File: src/rtl/div_arbiter.sv
// Round-robin arbiter sharing one multi-cycle divider between two EX-stage slots.
// Converts owner flushes into a timed divider annul so the divider always ends up free.
module div_arbiter #(
    parameter int ABORT_CYCLES = 2
) (
    input  logic        clk,
    input  logic        rst,
    input  logic        req0_i,
    input  logic        req1_i,
    input  logic        signed0_i,
    input  logic        signed1_i,
    input  logic [31:0] op1_0_i,
    input  logic [31:0] op1_1_i,
    input  logic [31:0] op2_0_i,
    input  logic [31:0] op2_1_i,
    input  logic        flush0_i,
    input  logic        flush1_i,
    output logic        stall0_o,
    output logic        stall1_o,
    output logic        done0_o,
    output logic        done1_o,
    output logic [63:0] result_o,
    output logic        div_start_o,
    output logic        div_annul_o,
    output logic        div_signed_o,
    output logic [31:0] div_op1_o,
    output logic [31:0] div_op2_o,
    input  logic [63:0] div_result_i,
    input  logic        div_ready_i
);

    typedef enum logic [1:0] {
        IDLE,
        BUSY,
        DONE,
        ABORT
    } state_t;

    state_t      r_state;
    state_t      w_nextState;
    logic        r_own;
    logic        w_nextOwn;
    logic        r_last;
    logic        w_nextLast;
    logic        r_start;
    logic        w_nextStart;
    logic        r_annul;
    logic        w_nextAnnul;
    logic        r_signed;
    logic        w_nextSigned;
    logic [31:0] r_op1;
    logic [31:0] w_nextOp1;
    logic [31:0] r_op2;
    logic [31:0] w_nextOp2;
    logic [63:0] r_result;
    logic [63:0] w_nextResult;
    logic        r_done0;
    logic        w_nextDone0;
    logic        r_done1;
    logic        w_nextDone1;
    logic [1:0]  r_abortCnt;
    logic [1:0]  w_nextAbortCnt;

    logic        w_elig0;
    logic        w_elig1;
    logic        w_grantAny;
    logic        w_grantOne;
    logic        w_flushOwn;
    logic        w_abortLast;

    assign w_elig0     = req0_i & ~flush0_i;
    assign w_elig1     = req1_i & ~flush1_i;
    assign w_grantAny  = w_elig0 | w_elig1;
    // On a tie the requester that was not served last wins.
    assign w_grantOne  = w_elig1 & (~w_elig0 | ~r_last);
    assign w_flushOwn  = r_own ? flush1_i : flush0_i;
    assign w_abortLast = (r_abortCnt == 2'(ABORT_CYCLES - 1));

    always_ff @(posedge clk or posedge rst) begin
        if (rst) begin
            r_state    <= IDLE;
            r_own      <= 1'b0;
            r_last     <= 1'b1;
            r_start    <= 1'b0;
            r_annul    <= 1'b0;
            r_signed   <= 1'b0;
            r_op1      <= 32'd0;
            r_op2      <= 32'd0;
            r_result   <= 64'd0;
            r_done0    <= 1'b0;
            r_done1    <= 1'b0;
            r_abortCnt <= 2'd0;
        end else begin
            r_state    <= w_nextState;
            r_own      <= w_nextOwn;
            r_last     <= w_nextLast;
            r_start    <= w_nextStart;
            r_annul    <= w_nextAnnul;
            r_signed   <= w_nextSigned;
            r_op1      <= w_nextOp1;
            r_op2      <= w_nextOp2;
            r_result   <= w_nextResult;
            r_done0    <= w_nextDone0;
            r_done1    <= w_nextDone1;
            r_abortCnt <= w_nextAbortCnt;
        end
    end

    // Operands are only rewritten on a grant; the divider re-reads their signs at completion.
    always_comb begin
        w_nextState    = r_state;
        w_nextOwn      = r_own;
        w_nextLast     = r_last;
        w_nextStart    = r_start;
        w_nextAnnul    = r_annul;
        w_nextSigned   = r_signed;
        w_nextOp1      = r_op1;
        w_nextOp2      = r_op2;
        w_nextResult   = r_result;
        w_nextDone0    = 1'b0;
        w_nextDone1    = 1'b0;
        w_nextAbortCnt = r_abortCnt;

        unique case (r_state)
            IDLE: begin
                if (w_grantAny) begin
                    w_nextOwn    = w_grantOne;
                    w_nextLast   = w_grantOne;
                    w_nextSigned = w_grantOne ? signed1_i : signed0_i;
                    w_nextOp1    = w_grantOne ? op1_1_i : op1_0_i;
                    w_nextOp2    = w_grantOne ? op2_1_i : op2_0_i;
                    w_nextStart  = 1'b1;
                    w_nextAnnul  = 1'b0;
                    w_nextState  = BUSY;
                end
            end
            BUSY: begin
                if (w_flushOwn) begin
                    w_nextStart    = 1'b0;
                    w_nextAnnul    = 1'b1;
                    w_nextAbortCnt = 2'd0;
                    w_nextState    = ABORT;
                end else if (div_ready_i) begin
                    w_nextResult = div_result_i;
                    w_nextStart  = 1'b0;
                    w_nextDone0  = ~r_own;
                    w_nextDone1  = r_own;
                    w_nextState  = DONE;
                end
            end
            DONE: begin
                w_nextState = IDLE;
            end
            ABORT: begin
                // Annul is held long enough to cover every divider state it may be in.
                if (w_abortLast) begin
                    w_nextAnnul = 1'b0;
                    w_nextState = IDLE;
                end else begin
                    w_nextAbortCnt = r_abortCnt + 2'd1;
                end
            end
            default: begin
                w_nextState = IDLE;
            end
        endcase
    end

    assign done0_o      = r_done0 & ~flush0_i;
    assign done1_o      = r_done1 & ~flush1_i;
    assign stall0_o     = req0_i & ~done0_o & ~flush0_i;
    assign stall1_o     = req1_i & ~done1_o & ~flush1_i;
    assign result_o     = r_result;
    assign div_start_o  = r_start;
    assign div_annul_o  = r_annul;
    assign div_signed_o = r_signed;
    assign div_op1_o    = r_op1;
    assign div_op2_o    = r_op2;

endmodule

File: config.mk
export PLATFORM = sky130hd
export DESIGN_NAME = div_arbiter
export DESIGN_NICKNAME = d
export VERILOG_FILES = /design/src/rtl/div_arbiter.sv
export SDC_FILE = /design/constraint.sdc
export NUM_CORES = 1
export LEC_CHECK = 0
export CORE_AREA = 2 2 132 134
export DETAILED_ROUTE_END_ITERATION = 8
export DIE_AREA = 0 0 134 136
export HOLD_SLACK_MARGIN = 0.1
export PLACE_DENSITY_LB_ADDON = 0.08
export SLEW_MARGIN = 10
export SYNTH_ARGS = -nofsm -noshare
export SYNTH_HDL_FRONTEND = slang
export SYNTH_SLANG_ARGS = --single-unit
File: constraint.sdc
create_clock -name clk -period 6.3 [get_ports clk]
set_input_delay 1.89 -clock clk [delete_from_list [all_inputs] [get_ports clk]]
set_output_delay 1.89 -clock clk [all_outputs]
set_load 0.005 [all_outputs]
== After elaboration in Yosys (flattened, before gate mapping) ==
Cells that the tools add are included.
Word-level totals
  logic and storage cells: 77
  register bits: 139
Operators by class
  reductions and logical operators: 10
  bitwise gates (word level): 19
  add/subtract/negate cells: 1
  equality and inequality tests: 9
  mux-type cells: 26
Operators with widths (count)
  $mux W32: 2
  $mux W1: 14
  $mux W2: 6
  $reduce_and A3 Y1: 4
  $and A1 B1 Y1: 9
  $ne A2 B2 Y1 const B: 4
  $not A1 Y1: 8
  $pmux W2 S4: 1
  $eq A2 B1 Y1 const B: 2
  $eq A2 B2 Y1 const B: 2
  $pmux W2 S2: 1
  $reduce_and A4 Y1: 1
  $reduce_bool A2 Y1: 2
  $ne A3 B3 Y1 const B: 1
  $pmux W1 S3: 1
  $reduce_bool A3 Y1: 1
  $add A2 B1 Y2 const B: 1
  $logic_not A2 Y1: 1
  $or A1 B1 Y1: 2
  $pmux W1 S2: 1
  $reduce_and A2 Y1: 1

== Logic depth before layout (Yosys ltp) ==
Gate-level depths: netlist of the first run.
  depth in word-level cells: 6
  mapped depth: 7

== Least setup slack after synthesis of the first run ==
Ideal clock, no wire load.
  path type: input to output
  start point: input port flush1_i
  end point: output port stall1_o
  cell stages on the path: 2
  path buffers: 0
  arrival: 2165 ps
  setup slack: 2245 ps
  required time: 4410 ps
  path through: nand2b_1 > nor2_1
Between the ends
  word-level cells in the longest chain between the ends: 5
RTL lines
  from (decl): RTL line 17  | input logic flush1_i,
  $not A1 Y1 (*): RTL line 170, 172
  $and A1 B1 Y1: RTL line 170  | assign done1_o = r_done1 & ~flush1_i;
  $not A1 Y1: RTL line 172  | assign stall1_o = req1_i & ~done1_o & ~flush1_i;
  $and A1 B1 Y1: RTL line 172
  $and A1 B1 Y1 (*): RTL line 172
  to (decl): RTL line 19  | output logic stall1_o,
Every way passes the cells marked *; elsewhere a longest branch is shown, timed or not.

== Final worst setup path of the first run ==
Same ends and word-level chain as after synthesis.

==> metrics.txt, run 1 <==
# TYPE chip_impl_metric gauge
chip_impl_info{name="run_status",value="finished clean"} 1
chip_impl_metric{name="peakVddDrop",unit="mV"} 0.2073
chip_impl_metric{name="clkSinkCount",unit=""} 139
chip_impl_metric{name="setup-violations-final",unit=""} 0
chip_impl_metric{name="ys_ff_latch",unit=""} 139
chip_impl_metric{name="synth_edf_count",unit=""} 0
chip_impl_metric{name="critPathArrivalTime",unit="ps"} 3210
chip_impl_metric{name="route.detailed.vias_per_inst",unit=""} 4.749
chip_impl_metric{name="grt_pass1_wl",unit="um"} 28500
chip_impl_info{name="synth.largest_area_cell",value="sky130_fd_sc_hd__dfrtp_1"} 1
chip_impl_metric{name="drt_pre_antenna_iters",unit=""} 4
chip_impl_metric{name="area.sequential",unit="um^2"} 3480
chip_impl_metric{name="cap_viol_max_count",unit=""} 0
chip_impl_metric{name="number_of_cells_after_detailed_placement",unit=""} 1072
chip_impl_info{name="synth.cells.most_frequent",value="138 x sky130_fd_sc_hd__dfrtp_1, 137 x sky130_fd_sc_hd__nand2_1, 69 x sky130_fd_sc_hd__nor2_1"} 1
chip_impl_info{name="start_kind",value="input pin"} 1
chip_impl_metric{name="area_growth_syn_to_layout",unit="%"} 67.18
chip_impl_metric{name="ioPinCount",unit=""} 336
chip_impl_metric{name="synthDominantCellAreaShare",unit=""} 0.5723
chip_impl_metric{name="detailed_route_wire_length",unit="um"} 18500
chip_impl_metric{name="synth_seq_area_share",unit=""} 0.5766
chip_impl_metric{name="core_area",unit="um^2"} 16880
chip_impl_metric{name="fp.dieArea",unit="um^2"} 18220
chip_impl_metric{name="finalHoldViolations",unit=""} 0
chip_impl_metric{name="filler_cell_count",unit=""} 1447
chip_impl_info{name="hold_path.class",value="reg -> reg"} 1
chip_impl_metric{name="netlist_area",unit="um^2"} 6035
chip_impl_info{name="netlist_top_cells_area",value="sky130_fd_sc_hd__dfrtp_1 57%, sky130_fd_sc_hd__mux2_4 9.7%, sky130_fd_sc_hd__nand2_1 8.5%, sky130_fd_sc_hd__a31oi_1 6.7%, sky130_fd_sc_hd__mux2_2 5.2%"} 1
chip_impl_metric{name="drtIter0Drc",unit=""} 239
chip_impl_metric{name="design.final.nets",unit=""} 1068
chip_impl_metric{name="vias_in_the_first_global_route",unit=""} 5283
chip_impl_metric{name="timing.final.crit_period",unit="ps"} 5104
chip_impl_metric{name="report.power.total",unit="W"} 0.004568
chip_impl_metric{name="die_height",unit="um"} 136
chip_impl_metric{name="timing.clock.skew",unit="ps"} 9.620
chip_impl_metric{name="finish.cell_count_without_fillers",unit=""} 1104
chip_impl_metric{name="cts_buffers",unit=""} 17
chip_impl_metric{name="syn_inst",unit=""} 544
chip_impl_info{name="synth.most_common_cell",value="sky130_fd_sc_hd__dfrtp_1"} 1
chip_impl_metric{name="post-route-period-util",unit=""} 0.8102
chip_impl_metric{name="r2r_setup_slack",unit="ps"} 3930
chip_impl_metric{name="cts-root-to-sink-buffers",unit=""} 2
chip_impl_metric{name="setup-tns-final",unit="ps"} 0
chip_impl_metric{name="globalRoute.totalOverflow",unit=""} 0
chip_impl_metric{name="fraction_of_met2_tracks_used_by_global_routing",unit=""} 0.3450
chip_impl_metric{name="grt_max_degree",unit=""} 106
chip_impl_metric{name="initial_core_utilization",unit=""} 0.3576
chip_impl_metric{name="p_per_area",unit="nW/um^2"} 452.8
chip_impl_metric{name="post_route_cells_drive_above_1_share",unit=""} 0.1274
chip_impl_info{name="worstHoldStart",value="div_start_o"} 1
chip_impl_info{name="root_buf_cell",value="sky130_fd_sc_hd__clkbuf_16"} 1
chip_impl_metric{name="grt_antenna_before_repair",unit=""} 0
chip_impl_metric{name="crit_required",unit="ps"} 4410
chip_impl_info{name="peak_usage_layer_in_the_global_routing_report",value="met2"} 1
chip_impl_metric{name="synth.yosys.warnings",unit=""} 0
chip_impl_info{name="crit_path_end_kind",value="primary output"} 1
chip_impl_metric{name="post_cts_hold_buffer_count",unit=""} 0
chip_impl_metric{name="multi_input_logic_area",unit="um^2"} 2291
chip_impl_metric{name="routabilityCongestion",unit=""} 0.7974
chip_impl_metric{name="placement.io_buffers",unit=""} 335
chip_impl_metric{name="max_freq",unit="MHz"} 195.9
chip_impl_metric{name="maxSlewHeadroom",unit=""} 0.2723
chip_impl_metric{name="clk_latency",unit="ps"} 420
chip_impl_metric{name="synth_nets",unit=""} 746
chip_impl_metric{name="holdPathStages",unit=""} 1
chip_impl_metric{name="cts.reportedPaths.clkPinSlew",unit="ps"} 50
chip_impl_metric{name="finalMaxSlewViolations",unit=""} 0
chip_impl_metric{name="via_count",unit=""} 5243
chip_impl_metric{name="leakage",unit="nW"} 4.221
chip_impl_metric{name="cts_setup_buffers",unit=""} 0
chip_impl_info{name="critical_path_class",value="in -> out"} 1
chip_impl_metric{name="die_x_extent",unit="um"} 134
chip_impl_metric{name="worst_r2r_path_depth",unit=""} 4
chip_impl_metric{name="cts_max_level",unit=""} 4
chip_impl_metric{name="drt_drc_violations_left",unit=""} 0
chip_impl_info{name="rr_endpoint",value="result_o[49]"} 1
chip_impl_info{name="worstHoldEndpoint",value="div_start_o"} 1
chip_impl_metric{name="antennaDiodeCount",unit=""} 0
chip_impl_info{name="rsz0062_at_grt",value="no"} 1
chip_impl_metric{name="detail_route.wl_per_cell",unit="um"} 16.75
chip_impl_info{name="ys_dominant_reg_cell",value="sky130_fd_sc_hd__dfrtp_1"} 1
chip_impl_metric{name="gr-usage-met3",unit=""} 0.07905
chip_impl_metric{name="highest_fanout_seen_on_the_critical_path",unit=""} 4
chip_impl_metric{name="postSynthAreaPerCell",unit="um^2"} 11.09
chip_impl_metric{name="async_reset_ff_frac",unit=""} 1.000
chip_impl_info{name="worst_r2r_startpoint",value="r_own"} 1
chip_impl_info{name="worstSetupStartpoint",value="flush1_i"} 1
chip_impl_metric{name="post-dp-hpwl",unit="um"} 13330
chip_impl_metric{name="groute.usage.overall",unit=""} 0.2036
chip_impl_metric{name="cts_resized",unit=""} 0
chip_impl_info{name="cts_tree",value="yes"} 1
chip_impl_metric{name="tightest_slew",unit="ps"} 1091
chip_impl_metric{name="gr-usage-met1",unit=""} 0.2321
chip_impl_metric{name="fp-row-count",unit=""} 48
chip_impl_metric{name="netlist_cell_types",unit=""} 28
chip_impl_metric{name="drt.antenna.violating_nets",unit=""} 0
-- through the flow --
stage | hold slack, ps | instance area (um^2) | util | worst slack (ps)
2_1_floorplan | 458.3 | 6035 | - | 687.1
3_3_place_gp | 465.3 | 9455 | 0.5603 | 1212
3_5_place_dp | 476.6 | 9455 | 0.5603 | 1194
4_1_cts | 494.2 | 10090 | 0.5978 | 1192
5_1_grt | 505.7 | 10090 | 0.5978 | 1162
6_report | 485.2 | 10090 | 0.5978 | 1196
-- sequential cells by signal (all words and copies together), names as in the netlist --
name,cells
div_annul_o,1
div_signed_o,1
r_done1,1
r_done0,1
result_o,64
r_abortCnt,2
div_op2_o,32
r_state,2
r_last,1
div_start_o,1
r_own,1
div_op1_o,32
-- worst max-delay path by stage --
stage	endpoint	slack (ps)	cells after the start
6_report	stall1_o	1200	4
5_1_grt	stall1_o	1160	4
4_1_cts	stall1_o	1190	4
3_5_place_dp	stall1_o	1190	4
3_3_place_gp	stall1_o	1210	4
2_1_floorplan	div_annul_o	690	1
-- where the power goes --
| part | internal, W | switching (W) | total [W] |
|---|---|---|---|
| registers | 0.00134 | 0.000269 | 0.00161 |
| logic | 0.00125 | 0.000639 | 0.00189 |
| clock network | 0.000674 | 0.000393 | 0.00107 |
-- kinds of logic (layout without fill, tap and decap cells) --
kind of cell	Yosys count	count (layout)	share of synthesized area
muxes	67	67	0.1493
and+or+nand+nor	221	221	0.1453
adders and majority gates	1	1	0.002073
DFF	139	139	0.5766
AOI/OAI and AO/OA	77	77	0.08107
buffers and inverters	39	374	0.04561
-- worst max-delay path: stages --
cell and delay, ps:
sky130_fd_sc_hd__clkdlybuf4s50_1 460, sky130_fd_sc_hd__nand2b_1 240, sky130_fd_sc_hd__nor2_1 110, sky130_fd_sc_hd__clkdlybuf4s50_1 500
-- cell type report --
| class | instances | share of cell area |
|---|---|---|
| Timing Repair Buffer | 340 | 0.3361 |
| Clock buffer | 18 | 0.04353 |
| Clock inverter | 14 | 0.01922 |
| Tap cell | 225 | 0.02791 |
| Sequential cell | 139 | 0.3449 |
| Multi-Input combinational cell | 366 | 0.2271 |
| Inverter | 2 | 0.001240 |
-- metal layers --
metal | vias to the layer above | routed length, um
met4 | 0 | 474
met5 | - | 0
li1 | 2488 | -
met1 | 2492 | 7175
met2 | 225 | 9276
met3 | 38 | 1567
-- cells in the final DEF, fill, tap and decap left out --
cell type                         instances
sky130_fd_sc_hd__nor2_1                  69
sky130_fd_sc_hd__buf_4                    5
sky130_fd_sc_hd__a21oi_1                  2
sky130_fd_sc_hd__nor3_1                   1
sky130_fd_sc_hd__nor2_4                   1
sky130_fd_sc_hd__o21ai_0                  4
sky130_fd_sc_hd__mux2_2                  28
sky130_fd_sc_hd__and2_2                   1
sky130_fd_sc_hd__a211oi_1                 1
sky130_fd_sc_hd__clkinv_4                 4
sky130_fd_sc_hd__bufinv_16                4
sky130_fd_sc_hd__clkbuf_16               17
sky130_fd_sc_hd__a31oi_1                 65
sky130_fd_sc_hd__clkinv_2                 3
sky130_fd_sc_hd__clkbuf_8                 1
sky130_fd_sc_hd__a22o_1                   2
sky130_fd_sc_hd__or2_2                    1
sky130_fd_sc_hd__nor2b_1                  5
sky130_fd_sc_hd__mux2_4                  39
sky130_fd_sc_hd__a21o_1                   2
sky130_fd_sc_hd__a211oi_4                 1
sky130_fd_sc_hd__dfrtp_1                138
sky130_fd_sc_hd__clkinvlp_4               2
sky130_fd_sc_hd__and3_4                   1
sky130_fd_sc_hd__nand2_2                  1
sky130_fd_sc_hd__dfstp_2                  1
sky130_fd_sc_hd__nand2b_1                 3
sky130_fd_sc_hd__nand2_1                136
sky130_fd_sc_hd__inv_6                    2
sky130_fd_sc_hd__and2_1                   1
sky130_fd_sc_hd__inv_1                    1
sky130_fd_sc_hd__nand3b_1                 1
sky130_fd_sc_hd__ha_1                     1
sky130_fd_sc_hd__clkdlybuf4s50_1        335
Note: power is estimated with default switching activity, not from simulation.
==> run 2: changes to the inputs <==
Settings changed: CORE_AREA 2 2 132 134 to unset, CORE_ASPECT_RATIO set to 1.5, CORE_MARGIN set to 1.5, CORE_UTILIZATION set to 35, DIE_AREA 0 0 134 136 to unset.
Clock period 6.3 ns to 4.2 ns, I/O delays scaled along.
==> run 2 against run 1 <==
Wire length is 0.37% lower. Critical path depth unchanged. Combinational power grew 53%. First-iteration DRC count decreased by 15%. Critical path type unchanged. Final cell count fell by 0.45%. Via count fell by 0.13%. Core utilization up 0.72 points. Register-to-register slack got worse by 1900 ps. Largest power group unchanged. Setup slack lost 920 ps. Clock power rose by 46%. Sequential share of layout area down 0.33 points. Final area rose by 0.97%. Critical endpoint is now stall0_o.
==> metrics.txt, run 2 (synthesis gave the netlist of run 1 again) <==
# TYPE chip_impl_metric gauge
chip_impl_info{name="run_status",value="finished clean"} 1
chip_impl_info{name="critical_path.slowest_cell",value="sky130_fd_sc_hd__clkdlybuf4s50_1"} 1
chip_impl_metric{name="finalMaxSlewViolations",unit=""} 0
chip_impl_metric{name="finalInstanceArea",unit="um^2"} 10190
chip_impl_info{name="critical_path_class",value="in -> out"} 1
chip_impl_metric{name="switching_share",unit=""} 0.2812
chip_impl_metric{name="post_cts_hold_buffer_count",unit=""} 0
chip_impl_metric{name="leakage",unit="nW"} 4.265
chip_impl_metric{name="grt_antenna_before_repair",unit=""} 0
chip_impl_metric{name="maxSlewHeadroom",unit=""} 0.5645
chip_impl_metric{name="die_height",unit="um"} 163.8
chip_impl_metric{name="area_growth_syn_to_layout",unit="%"} 68.80
chip_impl_info{name="rsz0062_at_grt",value="no"} 1
chip_impl_metric{name="cts_resized",unit=""} 0
chip_impl_metric{name="area.sequential",unit="um^2"} 3480
chip_impl_metric{name="route.detailed.vias_per_inst",unit=""} 4.764
chip_impl_metric{name="cts_buffers",unit=""} 17
chip_impl_metric{name="drt.antenna.violating_nets",unit=""} 0
chip_impl_metric{name="post_route_cells_drive_above_1_share",unit=""} 0.1330
chip_impl_metric{name="clk_latency",unit="ps"} 410
chip_impl_metric{name="groute.usage.overall",unit=""} 0.2042
chip_impl_metric{name="detail_route.wl_per_cell",unit="um"} 16.77
chip_impl_metric{name="critPathMaxStageDelay",unit="ps"} 550
chip_impl_metric{name="drt_drc_violations_left",unit=""} 0
chip_impl_metric{name="globalRoute.totalOverflow",unit=""} 0
chip_impl_metric{name="critPathArrivalTime",unit="ps"} 2660
chip_impl_info{name="crit_path_end_kind",value="primary output"} 1
chip_impl_metric{name="cts_max_level",unit=""} 4
chip_impl_metric{name="initial_core_utilization",unit=""} 0.3584
chip_impl_info{name="leading_cell_type_in_the_layout_fill_and_taps_excluded",value="sky130_fd_sc_hd__clkdlybuf4s50_1"} 1
chip_impl_metric{name="grt_max_degree",unit=""} 82
chip_impl_metric{name="timing.clock.skew",unit="ps"} 7.187
chip_impl_metric{name="finish.cell_count_without_fillers",unit=""} 1099
chip_impl_metric{name="multi_input_logic_area",unit="um^2"} 2291
chip_impl_metric{name="routabilityCongestion",unit=""} 0.7718
chip_impl_metric{name="postPlaceCellArea",unit="um^2"} 9558
chip_impl_metric{name="setup-violations-final",unit=""} 0
chip_impl_metric{name="power.internal",unit="W"} 0.004929
chip_impl_metric{name="clkSinkCount",unit=""} 139
chip_impl_metric{name="drt_pre_antenna_iters",unit=""} 5
chip_impl_metric{name="vias_in_the_first_global_route",unit=""} 5381
chip_impl_metric{name="peakVddDrop",unit="mV"} 0.3157
chip_impl_metric{name="cap_viol_max_count",unit=""} 0
chip_impl_metric{name="clockPowerShare",unit=""} 0.228
chip_impl_info{name="final_cell_mix",value="335 x sky130_fd_sc_hd__clkdlybuf4s50_1, 138 x sky130_fd_sc_hd__dfrtp_1, 136 x sky130_fd_sc_hd__nand2_1"} 1
chip_impl_metric{name="fp-row-count",unit=""} 58
chip_impl_metric{name="tightest_slew",unit="ps"} 651.2
chip_impl_metric{name="p_per_area",unit="nW/um^2"} 673.2
chip_impl_metric{name="max_freq",unit="MHz"} 255.0
chip_impl_metric{name="cts-root-to-sink-buffers",unit=""} 2
chip_impl_metric{name="detailed_route_wire_length",unit="um"} 18430
chip_impl_metric{name="design.final.nets",unit=""} 1076
chip_impl_info{name="root_buf_cell",value="sky130_fd_sc_hd__clkbuf_16"} 1
chip_impl_metric{name="core_area",unit="um^2"} 16840
chip_impl_metric{name="placement.io_buffers",unit=""} 335
chip_impl_metric{name="crit_required",unit="ps"} 2940
chip_impl_metric{name="power_frac_seq",unit=""} 0.350
chip_impl_metric{name="cts_setup_buffers",unit=""} 0
chip_impl_info{name="cts_tree",value="yes"} 1
chip_impl_metric{name="fp.dieArea",unit="um^2"} 18050
chip_impl_metric{name="via_count",unit=""} 5236
chip_impl_metric{name="drtIter0Drc",unit=""} 202
chip_impl_metric{name="cts.reportedPaths.clkPinSlew",unit="ps"} 60
chip_impl_metric{name="setup-tns-final",unit="ps"} 0
chip_impl_metric{name="die_x_extent",unit="um"} 110.2
chip_impl_metric{name="power.share.combinational",unit=""} 0.422
chip_impl_metric{name="filler_cell_count",unit=""} 1412
chip_impl_info{name="start_kind",value="input pin"} 1
chip_impl_metric{name="ioPinCount",unit=""} 336
chip_impl_metric{name="netSwitchingPower",unit="W"} 0.001928
chip_impl_metric{name="grt_pass1_wl",unit="um"} 27790
chip_impl_info{name="cell_with_the_most_instances_on_the_worst_path",value="sky130_fd_sc_hd__clkdlybuf4s50_1"} 1
chip_impl_metric{name="timing.final.crit_period",unit="ps"} 3922
chip_impl_info{name="hold_path.class",value="reg -> reg"} 1
chip_impl_metric{name="finalHoldViolations",unit=""} 0
chip_impl_metric{name="post-dp-hpwl",unit="um"} 13740
chip_impl_metric{name="highest_fanout_seen_on_the_critical_path",unit=""} 4
chip_impl_metric{name="max_reg_flops",unit=""} 64
chip_impl_metric{name="post-route-period-util",unit=""} 0.9337
chip_impl_info{name="crit_chain",value="clkdlybuf4s50_1 -> nand2b_1 -> nor2_1 -> clkdlybuf4s50_1"} 1
chip_impl_metric{name="number_of_cells_after_detailed_placement",unit=""} 1065
## run 2: cell types whose count changed in the layout (fill, tap and decap cells not counted), moves of 3 or more
| cell | previous run | this run |
|---|---|---|
| sky130_fd_sc_hd__clkbuf_8 | 1 | 4 |
| sky130_fd_sc_hd__buf_4 | 5 | 8 |
| sky130_fd_sc_hd__clkinv_4 | 4 | 1 |
| sky130_fd_sc_hd__buf_12 | 0 | 5 |
## run 2: final timing paths
check | startpoint | endpoint | slack (ps) | depth (start not counted)
worst max register to register | r_own | result_o[63] | 2080 | 5
worst min register to register | div_start_o | div_start_o | 480 | 1
min in group asynchronous | rst | result_o[28] | 1270 | 2
worst min-delay path | div_start_o | div_start_o | 480 | 1
worst max-delay path | flush0_i | stall0_o | 280 | 4
max in group asynchronous | rst | r_last | 2090 | 3
## run 2: critical path, delay by kind of cell
kind                   cells  cell delay [ps]
buffers and inverters      2             1020
and+or+nand+nor            2              380
## run 2: final cells by class
cell class / instances / area share
Tap cell: 210 / 0.02580
Clock inverter: 9 / 0.01327
Clock buffer: 23 / 0.04791
Multi-Input combinational cell: 366 / 0.2249
Timing Repair Buffer: 348 / 0.3449
Inverter: 2 / 0.001106
Sequential cell: 139 / 0.3416
Antenna cell: 2 / 0.0004913
## run 2: per-layer routing
layer | vias to the layer above | routed length (um) | global-route usage
li1 | 2501 | - | -
met1 | 2459 | 6800 | 0.2178
met2 | 244 | 9160 | 0.3492
met3 | 32 | 1923 | 0.08810
met4 | 0 | 542 | 0.08450
met5 | - | 0 | 0
## run 2: power by group through the flow
stage	clock, W	sequential [W]	combinational (W)
2_1_floorplan	0	0.00242	0.00116
3_3_place_gp	0	0.00238	0.00289
3_5_place_dp	0	0.00242	0.00293
4_1_cts	0.00160	0.00241	0.00295
5_1_grt	0.00166	0.00250	0.00315
6_report	0.00156	0.00240	0.00290
## run 2: metrics by stage
step | worst slack, ps | utilization | total power [W] | hold WS, ps
final | 278.4 | 0.6050 | 0.006857 | 480.8
after detailed placement | 255.2 | 0.5677 | 0.005348 | 473.3
after floorplan | 1206 | - | 0.003580 | 458.3
after CTS | 253.8 | 0.6047 | 0.006951 | 485.9
after global placement | 270.2 | 0.5677 | 0.005272 | 472.5
after global routing | 198.9 | 0.6047 | 0.007316 | 502.5
